File: config.mk
export PLATFORM = sky130hd
export DESIGN_NAME = axis_pkt_rr_arbiter_flat
export DESIGN_NICKNAME = d
export VERILOG_FILES = /design/src/rtl/axis_pkt_rr_arbiter_if.sv /design/src/rtl/axis_pkt_rr_arbiter.sv /design/src/flat_wrapper.sv
export SDC_FILE = /design/constraint.sdc
export NUM_CORES = 1
export LEC_CHECK = 0
export ABC_AREA = 1
export BUFFER_PORTS_ARGS = -buffer_cell sky130_fd_sc_hd__buf_2
export CAP_MARGIN = 20
export CORE_AREA = 3 3 180 182
export DETAILED_ROUTE_END_ITERATION = 8
export DIE_AREA = 0 0 183 185
export PLACE_DENSITY_LB_ADDON = 0.05
export REMOVE_ABC_BUFFERS = 1
export SLEW_MARGIN = 20
export SYNTH_ARGS = -nofsm -noshare
export SYNTH_HDL_FRONTEND = slang
export SYNTH_SLANG_ARGS = --single-unit
File: constraint.sdc
create_clock -name s_axis_clk -period 2.2 [get_ports s_axis_clk]
set_input_delay 0.22 -clock s_axis_clk [delete_from_list [all_inputs] [get_ports s_axis_clk]]
set_output_delay 0.22 -clock s_axis_clk [all_outputs]
set_load 0.05 [all_outputs]
File: src/rtl/axis_pkt_rr_arbiter_if.sv
// Bundle of the multi-port AXI-Stream request side and the single shared
// output stream of the packet round-robin arbiter.
// "slave" is the arbiter's view (it consumes the per-port requests),
// "master" is the view of whoever drives the requesters and the sink ready.
interface axis_pkt_rr_arbiter_if #(
  parameter int NUM_PORTS        = 4,
  parameter int AXIS_TDATA_WIDTH = 64,
  parameter int AXIS_TDEST_WIDTH = 4,
  parameter int AXIS_TID_WIDTH   = 4,
  parameter int AXIS_TUSER_WIDTH = 4,
  parameter int AXIS_TKEEP_WIDTH = AXIS_TDATA_WIDTH / 8,
  parameter int AXIS_TSTRB_WIDTH = AXIS_TDATA_WIDTH / 8
);

  // per-port request side, port p occupies slice p
  logic [NUM_PORTS*AXIS_TDATA_WIDTH-1:0] s_axis_tdata;
  logic [NUM_PORTS*AXIS_TKEEP_WIDTH-1:0] s_axis_tkeep;
  logic [NUM_PORTS*AXIS_TSTRB_WIDTH-1:0] s_axis_tstrb;
  logic [NUM_PORTS*AXIS_TDEST_WIDTH-1:0] s_axis_tdest;
  logic [NUM_PORTS*AXIS_TUSER_WIDTH-1:0] s_axis_tuser;
  logic [NUM_PORTS-1:0]                  s_axis_tvalid;
  logic [NUM_PORTS-1:0]                  s_axis_tlast;
  logic [NUM_PORTS-1:0]                  s_axis_tready;

  // shared output towards the stream FIFO
  logic [AXIS_TDATA_WIDTH-1:0] m_axis_tdata;
  logic [AXIS_TKEEP_WIDTH-1:0] m_axis_tkeep;
  logic [AXIS_TSTRB_WIDTH-1:0] m_axis_tstrb;
  logic [AXIS_TDEST_WIDTH-1:0] m_axis_tdest;
  logic [AXIS_TUSER_WIDTH-1:0] m_axis_tuser;
  logic [AXIS_TID_WIDTH-1:0]   m_axis_tid;
  logic                        m_axis_tvalid;
  logic                        m_axis_tlast;
  logic                        m_axis_tready;

  modport slave (
    input  s_axis_tdata, s_axis_tkeep, s_axis_tstrb, s_axis_tdest, s_axis_tuser,
    input  s_axis_tvalid, s_axis_tlast,
    output s_axis_tready,
    output m_axis_tdata, m_axis_tkeep, m_axis_tstrb, m_axis_tdest, m_axis_tuser,
    output m_axis_tid, m_axis_tvalid, m_axis_tlast,
    input  m_axis_tready
  );

  modport master (
    output s_axis_tdata, s_axis_tkeep, s_axis_tstrb, s_axis_tdest, s_axis_tuser,
    output s_axis_tvalid, s_axis_tlast,
    input  s_axis_tready,
    input  m_axis_tdata, m_axis_tkeep, m_axis_tstrb, m_axis_tdest, m_axis_tuser,
    input  m_axis_tid, m_axis_tvalid, m_axis_tlast,
    output m_axis_tready
  );

endinterface

File: src/rtl/axis_pkt_rr_arbiter.sv
// Packet-level round-robin arbiter: NUM_PORTS AXI-Stream requesters share one
// sink. A grant is held from the first beat to the accepted tlast beat, the
// granted index is stamped onto tid, and a two-entry skid stage (main +
// overflow) decouples the arbiter from the sink's ready.
module axis_pkt_rr_arbiter #(
  parameter int NUM_PORTS        = 4,
  parameter int AXIS_TDATA_WIDTH = 64,
  parameter int AXIS_TDEST_WIDTH = 4,
  parameter int AXIS_TID_WIDTH   = 4,
  parameter int AXIS_TUSER_WIDTH = 4,
  parameter int AXIS_TKEEP_WIDTH = AXIS_TDATA_WIDTH / 8,
  parameter int AXIS_TSTRB_WIDTH = AXIS_TDATA_WIDTH / 8
) (
  input  logic                          s_axis_clk,
  input  logic                          s_axis_rst_n,
  axis_pkt_rr_arbiter_if.slave          bus,
  output logic                          grant_active,
  output logic [$clog2(NUM_PORTS)-1:0]  grant_idx
);

  localparam int IDX_W = $clog2(NUM_PORTS);
  localparam int DW    = AXIS_TDATA_WIDTH;
  localparam int KW    = AXIS_TKEEP_WIDTH;
  localparam int SW    = AXIS_TSTRB_WIDTH;
  localparam int DSTW  = AXIS_TDEST_WIDTH;
  localparam int UW    = AXIS_TUSER_WIDTH;
  localparam int TIDW  = AXIS_TID_WIDTH;

  // parameter sanity: the port index must fit in tid, and 2..16 ports
  if (AXIS_TID_WIDTH < $clog2(NUM_PORTS)) begin : g_tid_width_check
    $error("axis_pkt_rr_arbiter: AXIS_TID_WIDTH too narrow for NUM_PORTS");
  end
  if ((NUM_PORTS < 2) || (NUM_PORTS > 16)) begin : g_num_ports_check
    $error("axis_pkt_rr_arbiter: NUM_PORTS must be within 2..16");
  end

  typedef enum logic {
    IDLE = 1'b0,
    BUSY = 1'b1
  } state_t;

  // one stored beat of the skid stage, tid already stamped
  typedef struct packed {
    logic [DW-1:0]   data;
    logic [KW-1:0]   keep;
    logic [SW-1:0]   strb;
    logic [DSTW-1:0] dest;
    logic [UW-1:0]   user;
    logic [TIDW-1:0] tid;
    logic            last;
  } beat_t;

  // wrap-around increment of a port index (NUM_PORTS-1 goes back to 0)
  function automatic logic [IDX_W-1:0] next_idx(input logic [IDX_W-1:0] v);
    return (v == IDX_W'(NUM_PORTS - 1)) ? {IDX_W{1'b0}} : (v + IDX_W'(1));
  endfunction

  state_t           state_r;
  logic [IDX_W-1:0] rr_ptr_r;
  logic [IDX_W-1:0] grant_idx_r;

  beat_t main_r;
  logic  main_valid_r;
  beat_t ovf_r;
  logic  ovf_valid_r;

  // per-port payload slices
  logic [DW-1:0]   port_data_s [NUM_PORTS];
  logic [KW-1:0]   port_keep_s [NUM_PORTS];
  logic [SW-1:0]   port_strb_s [NUM_PORTS];
  logic [DSTW-1:0] port_dest_s [NUM_PORTS];
  logic [UW-1:0]   port_user_s [NUM_PORTS];

  for (genvar p = 0; p < NUM_PORTS; p++) begin : g_port
    assign port_data_s[p] = bus.s_axis_tdata[p*DW +: DW];
    assign port_keep_s[p] = bus.s_axis_tkeep[p*KW +: KW];
    assign port_strb_s[p] = bus.s_axis_tstrb[p*SW +: SW];
    assign port_dest_s[p] = bus.s_axis_tdest[p*DSTW +: DSTW];
    assign port_user_s[p] = bus.s_axis_tuser[p*UW +: UW];
  end

  logic             pick_found_s;
  logic [IDX_W-1:0] pick_idx_s;
  logic [IDX_W-1:0] cand_s;
  logic             skid_ready_s;
  logic             accept_s;
  logic             pop_s;
  beat_t            in_beat_s;

  // round-robin scan: first requesting port starting at rr_ptr
  always_comb begin
    pick_found_s = 1'b0;
    pick_idx_s   = rr_ptr_r;
    cand_s       = rr_ptr_r;
    for (int i = 0; i < NUM_PORTS; i++) begin
      pick_idx_s   = (!pick_found_s && bus.s_axis_tvalid[cand_s]) ? cand_s : pick_idx_s;
      pick_found_s = pick_found_s | bus.s_axis_tvalid[cand_s];
      cand_s       = next_idx(cand_s);
    end
  end

  // handshakes and the beat as it will be stored
  always_comb begin
    skid_ready_s   = (state_r == BUSY) && !ovf_valid_r;
    accept_s       = skid_ready_s && bus.s_axis_tvalid[grant_idx_r];
    pop_s          = main_valid_r && bus.m_axis_tready;
    in_beat_s.data = port_data_s[grant_idx_r];
    in_beat_s.keep = port_keep_s[grant_idx_r];
    in_beat_s.strb = port_strb_s[grant_idx_r];
    in_beat_s.dest = port_dest_s[grant_idx_r];
    in_beat_s.user = port_user_s[grant_idx_r];
    in_beat_s.tid  = TIDW'(grant_idx_r);
    in_beat_s.last = bus.s_axis_tlast[grant_idx_r];
  end

  // only the granted port sees ready, and only while overflow is free
  assign bus.s_axis_tready = skid_ready_s
                           ? ({{(NUM_PORTS-1){1'b0}}, 1'b1} << grant_idx_r)
                           : {NUM_PORTS{1'b0}};

  assign grant_active = (state_r == BUSY);
  assign grant_idx    = grant_idx_r;

  assign bus.m_axis_tdata  = main_r.data;
  assign bus.m_axis_tkeep  = main_r.keep;
  assign bus.m_axis_tstrb  = main_r.strb;
  assign bus.m_axis_tdest  = main_r.dest;
  assign bus.m_axis_tuser  = main_r.user;
  assign bus.m_axis_tid    = main_r.tid;
  assign bus.m_axis_tlast  = main_r.last;
  assign bus.m_axis_tvalid = main_valid_r;

  // arbitration FSM: grant in IDLE, hold until the tlast beat is accepted
  always_ff @(posedge s_axis_clk or negedge s_axis_rst_n) begin
    if (!s_axis_rst_n) begin
      state_r     <= IDLE;
      rr_ptr_r    <= {IDX_W{1'b0}};
      grant_idx_r <= {IDX_W{1'b0}};
    end else begin
      case (state_r)
        IDLE: begin
          if (pick_found_s) begin
            grant_idx_r <= pick_idx_s;
            state_r     <= BUSY;
          end
        end
        BUSY: begin
          if (accept_s && in_beat_s.last) begin
            rr_ptr_r <= next_idx(grant_idx_r);
            state_r  <= IDLE;
          end
        end
        default: begin
          state_r <= IDLE;
        end
      endcase
    end
  end

  // skid stage: main holds the presented beat, overflow catches one extra
  always_ff @(posedge s_axis_clk or negedge s_axis_rst_n) begin
    if (!s_axis_rst_n) begin
      main_r       <= '0;
      main_valid_r <= 1'b0;
      ovf_r        <= '0;
      ovf_valid_r  <= 1'b0;
    end else begin
      if (pop_s) begin
        if (ovf_valid_r) begin
          main_r      <= ovf_r;
          ovf_valid_r <= 1'b0;
        end else if (accept_s) begin
          main_r <= in_beat_s;
        end else begin
          main_valid_r <= 1'b0;
        end
      end else if (!main_valid_r) begin
        if (accept_s) begin
          main_r       <= in_beat_s;
          main_valid_r <= 1'b1;
        end
      end else if (accept_s) begin
        ovf_r       <= in_beat_s;
        ovf_valid_r <= 1'b1;
      end
    end
  end

endmodule

File: src/flat_wrapper.sv
// flat-port wrapper written by rule: the top's interface ports become plain ports
module axis_pkt_rr_arbiter_flat 
#(
  parameter int NUM_PORTS        = 4,
  parameter int AXIS_TDATA_WIDTH = 64,
  parameter int AXIS_TDEST_WIDTH = 4,
  parameter int AXIS_TID_WIDTH   = 4,
  parameter int AXIS_TUSER_WIDTH = 4,
  parameter int AXIS_TKEEP_WIDTH = AXIS_TDATA_WIDTH / 8,
  parameter int AXIS_TSTRB_WIDTH = AXIS_TDATA_WIDTH / 8
)
  (s_axis_clk, s_axis_rst_n, grant_active, grant_idx, bus_s_axis_tdata, bus_s_axis_tkeep, bus_s_axis_tstrb, bus_s_axis_tdest, bus_s_axis_tuser, bus_s_axis_tvalid, bus_s_axis_tlast, bus_s_axis_tready, bus_m_axis_tdata, bus_m_axis_tkeep, bus_m_axis_tstrb, bus_m_axis_tdest, bus_m_axis_tuser, bus_m_axis_tid, bus_m_axis_tvalid, bus_m_axis_tlast, bus_m_axis_tready);
  axis_pkt_rr_arbiter_if #(.NUM_PORTS(NUM_PORTS), .AXIS_TDATA_WIDTH(AXIS_TDATA_WIDTH), .AXIS_TDEST_WIDTH(AXIS_TDEST_WIDTH), .AXIS_TID_WIDTH(AXIS_TID_WIDTH), .AXIS_TUSER_WIDTH(AXIS_TUSER_WIDTH), .AXIS_TKEEP_WIDTH(AXIS_TKEEP_WIDTH), .AXIS_TSTRB_WIDTH(AXIS_TSTRB_WIDTH)) bus_i ();
  input  logic s_axis_clk;
  input  logic s_axis_rst_n;
  output logic grant_active;
  output logic [$clog2(NUM_PORTS)-1:0] grant_idx;
  input wire logic [$bits(bus_i.s_axis_tdata)-1:0] bus_s_axis_tdata;
  input wire logic [$bits(bus_i.s_axis_tkeep)-1:0] bus_s_axis_tkeep;
  input wire logic [$bits(bus_i.s_axis_tstrb)-1:0] bus_s_axis_tstrb;
  input wire logic [$bits(bus_i.s_axis_tdest)-1:0] bus_s_axis_tdest;
  input wire logic [$bits(bus_i.s_axis_tuser)-1:0] bus_s_axis_tuser;
  input wire logic [$bits(bus_i.s_axis_tvalid)-1:0] bus_s_axis_tvalid;
  input wire logic [$bits(bus_i.s_axis_tlast)-1:0] bus_s_axis_tlast;
  output wire logic [$bits(bus_i.s_axis_tready)-1:0] bus_s_axis_tready;
  output wire logic [$bits(bus_i.m_axis_tdata)-1:0] bus_m_axis_tdata;
  output wire logic [$bits(bus_i.m_axis_tkeep)-1:0] bus_m_axis_tkeep;
  output wire logic [$bits(bus_i.m_axis_tstrb)-1:0] bus_m_axis_tstrb;
  output wire logic [$bits(bus_i.m_axis_tdest)-1:0] bus_m_axis_tdest;
  output wire logic [$bits(bus_i.m_axis_tuser)-1:0] bus_m_axis_tuser;
  output wire logic [$bits(bus_i.m_axis_tid)-1:0] bus_m_axis_tid;
  output wire logic [$bits(bus_i.m_axis_tvalid)-1:0] bus_m_axis_tvalid;
  output wire logic [$bits(bus_i.m_axis_tlast)-1:0] bus_m_axis_tlast;
  input wire logic [$bits(bus_i.m_axis_tready)-1:0] bus_m_axis_tready;
  assign bus_i.s_axis_tdata = bus_s_axis_tdata;
  assign bus_i.s_axis_tkeep = bus_s_axis_tkeep;
  assign bus_i.s_axis_tstrb = bus_s_axis_tstrb;
  assign bus_i.s_axis_tdest = bus_s_axis_tdest;
  assign bus_i.s_axis_tuser = bus_s_axis_tuser;
  assign bus_i.s_axis_tvalid = bus_s_axis_tvalid;
  assign bus_i.s_axis_tlast = bus_s_axis_tlast;
  assign bus_s_axis_tready = bus_i.s_axis_tready;
  assign bus_m_axis_tdata = bus_i.m_axis_tdata;
  assign bus_m_axis_tkeep = bus_i.m_axis_tkeep;
  assign bus_m_axis_tstrb = bus_i.m_axis_tstrb;
  assign bus_m_axis_tdest = bus_i.m_axis_tdest;
  assign bus_m_axis_tuser = bus_i.m_axis_tuser;
  assign bus_m_axis_tid = bus_i.m_axis_tid;
  assign bus_m_axis_tvalid = bus_i.m_axis_tvalid;
  assign bus_m_axis_tlast = bus_i.m_axis_tlast;
  assign bus_i.m_axis_tready = bus_m_axis_tready;
  axis_pkt_rr_arbiter #(.NUM_PORTS(NUM_PORTS), .AXIS_TDATA_WIDTH(AXIS_TDATA_WIDTH), .AXIS_TDEST_WIDTH(AXIS_TDEST_WIDTH), .AXIS_TID_WIDTH(AXIS_TID_WIDTH), .AXIS_TUSER_WIDTH(AXIS_TUSER_WIDTH), .AXIS_TKEEP_WIDTH(AXIS_TKEEP_WIDTH), .AXIS_TSTRB_WIDTH(AXIS_TSTRB_WIDTH)) u_core (.s_axis_clk(s_axis_clk), .s_axis_rst_n(s_axis_rst_n), .bus(bus_i), .grant_active(grant_active), .grant_idx(grant_idx));
endmodule
**After elaboration in Yosys (flattened, before gate mapping)**

Cells that the tools add are included.

- Reductions and logical operators: 18
- Bitwise gates (word level): 6
- Add/sub/neg operators: 4
- Shift operators: 1
- Eq/ne operators: 7
- Order comparisons: 6
- Muxes and demuxes: 50

Operators by type and width:

| kind | count |
|---|---|
| two-way mux 93 bit | 4 |
| binary-select mux 64 bit (select 2 bit) | 1 |
| two-way mux 64 bit | 2 |
| binary-select mux 8 bit (select 2 bit) | 2 |
| two-way mux 8 bit | 4 |
| two-way mux 4 bit | 5 |
| binary-select mux 4 bit (select 2 bit) | 2 |
| two-way mux 1 bit | 16 |
| less-than comparator 2 x 3 -> 1 bit, second input constant | 5 |
| two-way mux 2 bit | 7 |
| binary-select mux 1 bit (select 2 bit) | 6 |
| adder 2 x 1 -> 2 bit, second input constant | 4 |
| equality test 2 bit, second input constant | 4 |
| AND reduction 2 bit | 4 |
| logical AND 1 bit | 7 |
| inequality test 2 bit, second input constant | 3 |
| logical NOT 1 bit | 4 |
| nonzero test 2 bit | 2 |
| left shift 1 x 2 -> 4 bit, first input constant | 1 |
| greater-or-equal comparator 3 bit, second input constant | 1 |
| inverter 2 -> 3 bit | 1 |
| bitwise OR 1 bit | 3 |
| AND reduction 3 bit | 1 |
| inverter 1 bit | 2 |
| one-hot mux 1 bit (2 select lines) | 1 |

- Input port bits: 363
- Flip-flop bits (word level): 191
- Output and inout port bits: 101

**Logic depth before layout (Yosys ltp)**

- Word-level depth: 11
- Depth in mapped cells: 12
- Gate-level depth less buffers: 12

**Least setup slack after synthesis**

Ideal clock, no wire load.

- Kind: reg-to-output
- From: reg u_core.grant_idx_r[1], in the netlist u_core.grant_idx[1]
- To: out bus_s_axis_tready[0]
- Cell stages (with the launch flop): 8
- Required time: 1.980 ns
- Arrival time: 1.944 ns
- Slack: 0.036 ns
- Buffers on the path: 3
- Cells stage by stage: dfrtp_1 -> buf_2 -> inv_1 -> clkbuf_1 -> buf_2 -> ha_1 -> inv_1 -> nor2_1

- Cells in the longest elaborated chain, start to end: 2

RTL lines:

| what | RTL line | source |
|---|---|---|
| from (decl) | axis_pkt_rr_arbiter.sv:60 | `logic [IDX_W-1:0] grant_idx_r;` |
| from (signal assigned) | axis_pkt_rr_arbiter.sv:138 | `grant_idx_r <= {IDX_W{1'b0}};` |
| from (signal assigned) | axis_pkt_rr_arbiter.sv:143 | `grant_idx_r <= pick_idx_s;` |
| left shift 1 x 2 -> 4 bit | axis_pkt_rr_arbiter.sv:118 | `? ({{(NUM_PORTS-1){1'b0}}, 1'b1} << grant_idx_r)` |
| two-way mux 4 bit | axis_pkt_rr_arbiter.sv:118 |  |
| to (decl) | flat_wrapper.sv:25 | `output wire logic [$bits(bus_i.s_axis_tready)-1:0] bus_s_axis_tready;` |

Every way passes these cells.

**Worst setup path after layout**

- From: reg u_core.grant_idx_r[0], in the netlist u_core.grant_idx[0]
- To: reg u_core.main_r (netlist bit u_core.bus.m_axis_tdata[6])

- Cells in the longest elaborated chain, start to end: 7
- Elaborated cells on any way between the ends: 11
- Those cells by class: mux (9); bitwise (1); reduce/logical (1)

RTL lines:

| what | RTL line | source |
|---|---|---|
| inverter 2 -> 3 bit (not written as such) | axis_pkt_rr_arbiter.sv:107 | `in_beat_s.data = port_data_s[grant_idx_r];` |
| binary-select mux 64 bit (select 2 bit) | axis_pkt_rr_arbiter.sv:107 |  |
| two-way mux 64 bit (not written as such) (2 in a row) | axis_pkt_rr_arbiter.sv:107 |  |
| two-way mux 93 bit (*) | axis_pkt_rr_arbiter.sv:172, axis_pkt_rr_arbiter.sv:178 |  |
| two-way mux 93 bit (on tied branches) | axis_pkt_rr_arbiter.sv:177, axis_pkt_rr_arbiter.sv:169 |  |
| two-way mux 93 bit (*) | axis_pkt_rr_arbiter.sv:168 | `if (pop_s) begin` |
| to (signal assigned) | axis_pkt_rr_arbiter.sv:170 | `main_r <= ovf_r;` |
| to (signal assigned) | axis_pkt_rr_arbiter.sv:173 | `main_r <= in_beat_s;` |
| to (signal assigned) | axis_pkt_rr_arbiter.sv:179 | `main_r <= in_beat_s;` |
| to (decl) | axis_pkt_rr_arbiter.sv:62 | `beat_t main_r;` |

Every way passes the cells marked *; elsewhere a longest branch is shown, timed or not. The select of a mux whose other input is x is not followed.
A chain may end at the register's enable or synchronous reset.

==> impl_metrics.csv <==
group,metric,value,unit
sta,setup_tns,0,ps
finish,nets,2473,
synthesis,postSynthCellCount,1707,
grt,grt_pass1_wl,61900,um
critical_path,crit_fanout,63,
die,dieWidth,183,um
placement,dp_hpwl,27700,um
grt,antenna_found_initial,2,
sta,setup_viol,0,
cts,insertion_delay,440,ps
sta,post-route-period-util,95.0,%
sta,finalWorstSetupSlack,111,ps
route,drc_errors,0,
grt,grt_use_total,22.8,%
synthesis,synthFlopType,"dfrtp_1",
sta,hold_viol_final,0,
grt,grt-ovfl-total,0,
sta,maxSlewViolCount,0,
cts,cts_tree,"yes",
synthesis,syn-cell-area,11200,um^2
finish,post_route_cells_drive_above_1_share,26.2,%
critical_path,critical_path_arrival,2430,ps
route,vias,12423,
route,wl_per_cell,15.8,um
finish,fillCellCount,3223,
synthesis,synth_seq_cells,191,
synthesis,yosysSeqAreaShare,42.5,%
finish,final_common_cell,"nand2_1",
critical_path,end_kind,"flop",
synthesis,yosys_warnings,0,
job,drv_cap,0,
synthesis,synth_area_leaders,"dfrtp_1, nand2_1, o21ai_0",
finish,syn_to_final_growth,30.6,%
cts,cts-root-buf,"clkbuf_16",
sta,worst_pin_slew,556,ps
route,dr.pass1.iters,5,
sta,period_needed,2090,ps
pwr,power.density,1620,nW/um^2
cts,htreeDepth,4,
placement,finalWeightedCongestion,0.802,
sta,rsz0062_at_grt,"false",
route,wirelength,39800,um
die,ios,464,
route,drt_iter0_markers,809,
finish,final_cell_mix,"nand2_1, buf_2, nor2_1",
placement,io_buffers,463,
synthesis,synth_top_area_share,42.5,%
synthesis,async_flop_share,100,%
cts,clockBufferDepth,2,
finish,final_util,47.8,%
route,drtAntennaViolNets,0,
cts,numCtsBuffers,17,
grt,grt_pass1_vias,11917,
cts,numClockSinks,191,
finish,final_cell_count_no_fill,2514,
die,rows,64,
die,dieArea,33900,um^2
die,die_y,185,um
synthesis,synth_top_area_cell,"dfrtp_1",
synthesis,syn_area_per_cell,6.59,um^2
cts,clk_pin_slew,90,ps
pwr,peakVddDrop,0.000715,V
synthesis,synth_enable_flop_cells,0,
critical_path,path_class,"flop to flop",
sta,clock-skew-final,19.9,ps
critical_path,critPathRequiredTime,2540,ps
die,core,30700,um^2
pwr,p_leak,8.06,nW
worst_hold_path,holdCritPathClass,"input port to flop",
route,drt-vias-per-instance,4.94,
placement,dp_slack,162,ps
grt,grt_max_degree,94,
sta,max-slew-margin-rel,63.0,%
synthesis,synth_cell_types,24,
run_status,status,"finished, final reports clean",
critical_path,r2r_setup_slack,110,ps
sta,clock.fmax,479,MHz
placement,placedCellCount,2482,
die,start_util,36.6,%
critical_path,start_kind,"flop",
[state kept, by name (all words and copies together) (netlist names)]
| register | cells |
|---|---|
| u_core.ovf_r | 91 |
| u_core.bus.m_axis_tdata | 64 |
| u_core.bus.m_axis_tkeep | 8 |
| u_core.bus.m_axis_tstrb | 8 |
| u_core.bus.m_axis_tdest | 4 |
| u_core.bus.m_axis_tid | 4 |
| u_core.bus.m_axis_tuser | 4 |
| u_core.grant_idx | 2 |
| u_core.rr_ptr_r | 2 |
| u_core.bus.m_axis_tlast | 1 |
| u_core.bus.m_axis_tvalid | 1 |
| u_core.grant_active | 1 |
| u_core.ovf_valid_r | 1 |
[critical path, cell delays in order (launching register included)]
cell and delay (ps):
dfrtp_4 590, clkinv_8 210, buf_12 230, o21ai_0 380, o22ai_1 220, nand2_1 140
nand2_1 60, nand2_1 70, nand2_1 40
[metal layers]
| metal | vias to the layer above | share of wire (%) | routed length [um] | global-route usage, % |
|---|---|---|---|---|
| met4 | 2 | 2.0 | 812 | 6.67 |
| li1 | 6272 | - | - | - |
| met5 | - | 0.018 | 7 | 0 |
| met1 | 5742 | 43 | 17100 | 28.7 |
| met2 | 362 | 49 | 19500 | 40.1 |
| met3 | 45 | 5.9 | 2350 | 4.05 |
[cell usage after synthesis (all sizes together), types with 2 or more instances]
library cell,number
o22ai,89
nor2,356
nor3,2
clkbuf,85
nand2,565
o21ai,295
ha,5
inv,56
buf,42
dfrtp,191
nand3,18
[where the power goes]
part / leakage, nW / switching, mW / internal [mW]
registers: 2.37 / 0.926 / 5.18
logic: 5.40 / 10.5 / 4.20
clock network: 0.283 / 1.57 / 1.51
[through the flow]
step	total power [mW]	cell area, um^2	hold slack [ps]
floorplan	16.1	10700	-75.6
global placement	20.8	14100	253
detailed placement	21.0	14100	251
CTS	24.1	14700	185
global route	26.0	14700	238
finish	23.9	14700	207
[worst paths after layout]
path | startpoint | end | cells past startpoint
max | u_core.grant_idx[0] | u_core.bus.m_axis_tdata[6] | 8
min | bus_s_axis_tdata[48] | u_core.ovf_r[77] | 5
max reg2reg | u_core.grant_idx[0] | u_core.bus.m_axis_tdata[6] | 8
min reg2reg | u_core.bus.m_axis_tdata[52] | u_core.bus.m_axis_tdata[52] | 2
max in group asynchronous | s_axis_rst_n | u_core.bus.m_axis_tstrb[5] | 3
min in group asynchronous | s_axis_rst_n | u_core.bus.m_axis_tdata[41] | 2
[layout make-up]
type | count | area, um^2 | share of cell area, %
multi-input cells | 1333 | 5730 | 39.0
flip-flops and latches | 191 | 4780 | 32.6
repair buffers | 506 | 2870 | 19.5
clock buffers | 17 | 425 | 2.90
clock inverters | 14 | 149 | 1.01
well taps | 396 | 495 | 3.37
diodes | 1 | 2.50 | 0.0170
inverters | 56 | 226 | 1.54
[repair_timing]
item	CTS	global route
gates resized for setup	0	4
hold endpoints to repair	55	0
setup buffers	0	0
setup endpoints to repair	2	125
hold buffers	1	0
[cells by family (layout without fill, tap and decap cells)]
| family | Yosys count | count (layout) | synth area share (%) |
|---|---|---|---|
| adders and majority gates | 5 | 5 | 0.556 |
| other | 0 | 1 | 0 |
| and+or+nand+nor | 941 | 941 | 31.8 |
| DFF | 191 | 191 | 42.5 |
| AOI/OAI and AO/OA | 387 | 387 | 18.5 |
| buffers and inverters | 183 | 593 | 6.66 |
No activity file was read; power rests on OpenSTA's default activity.
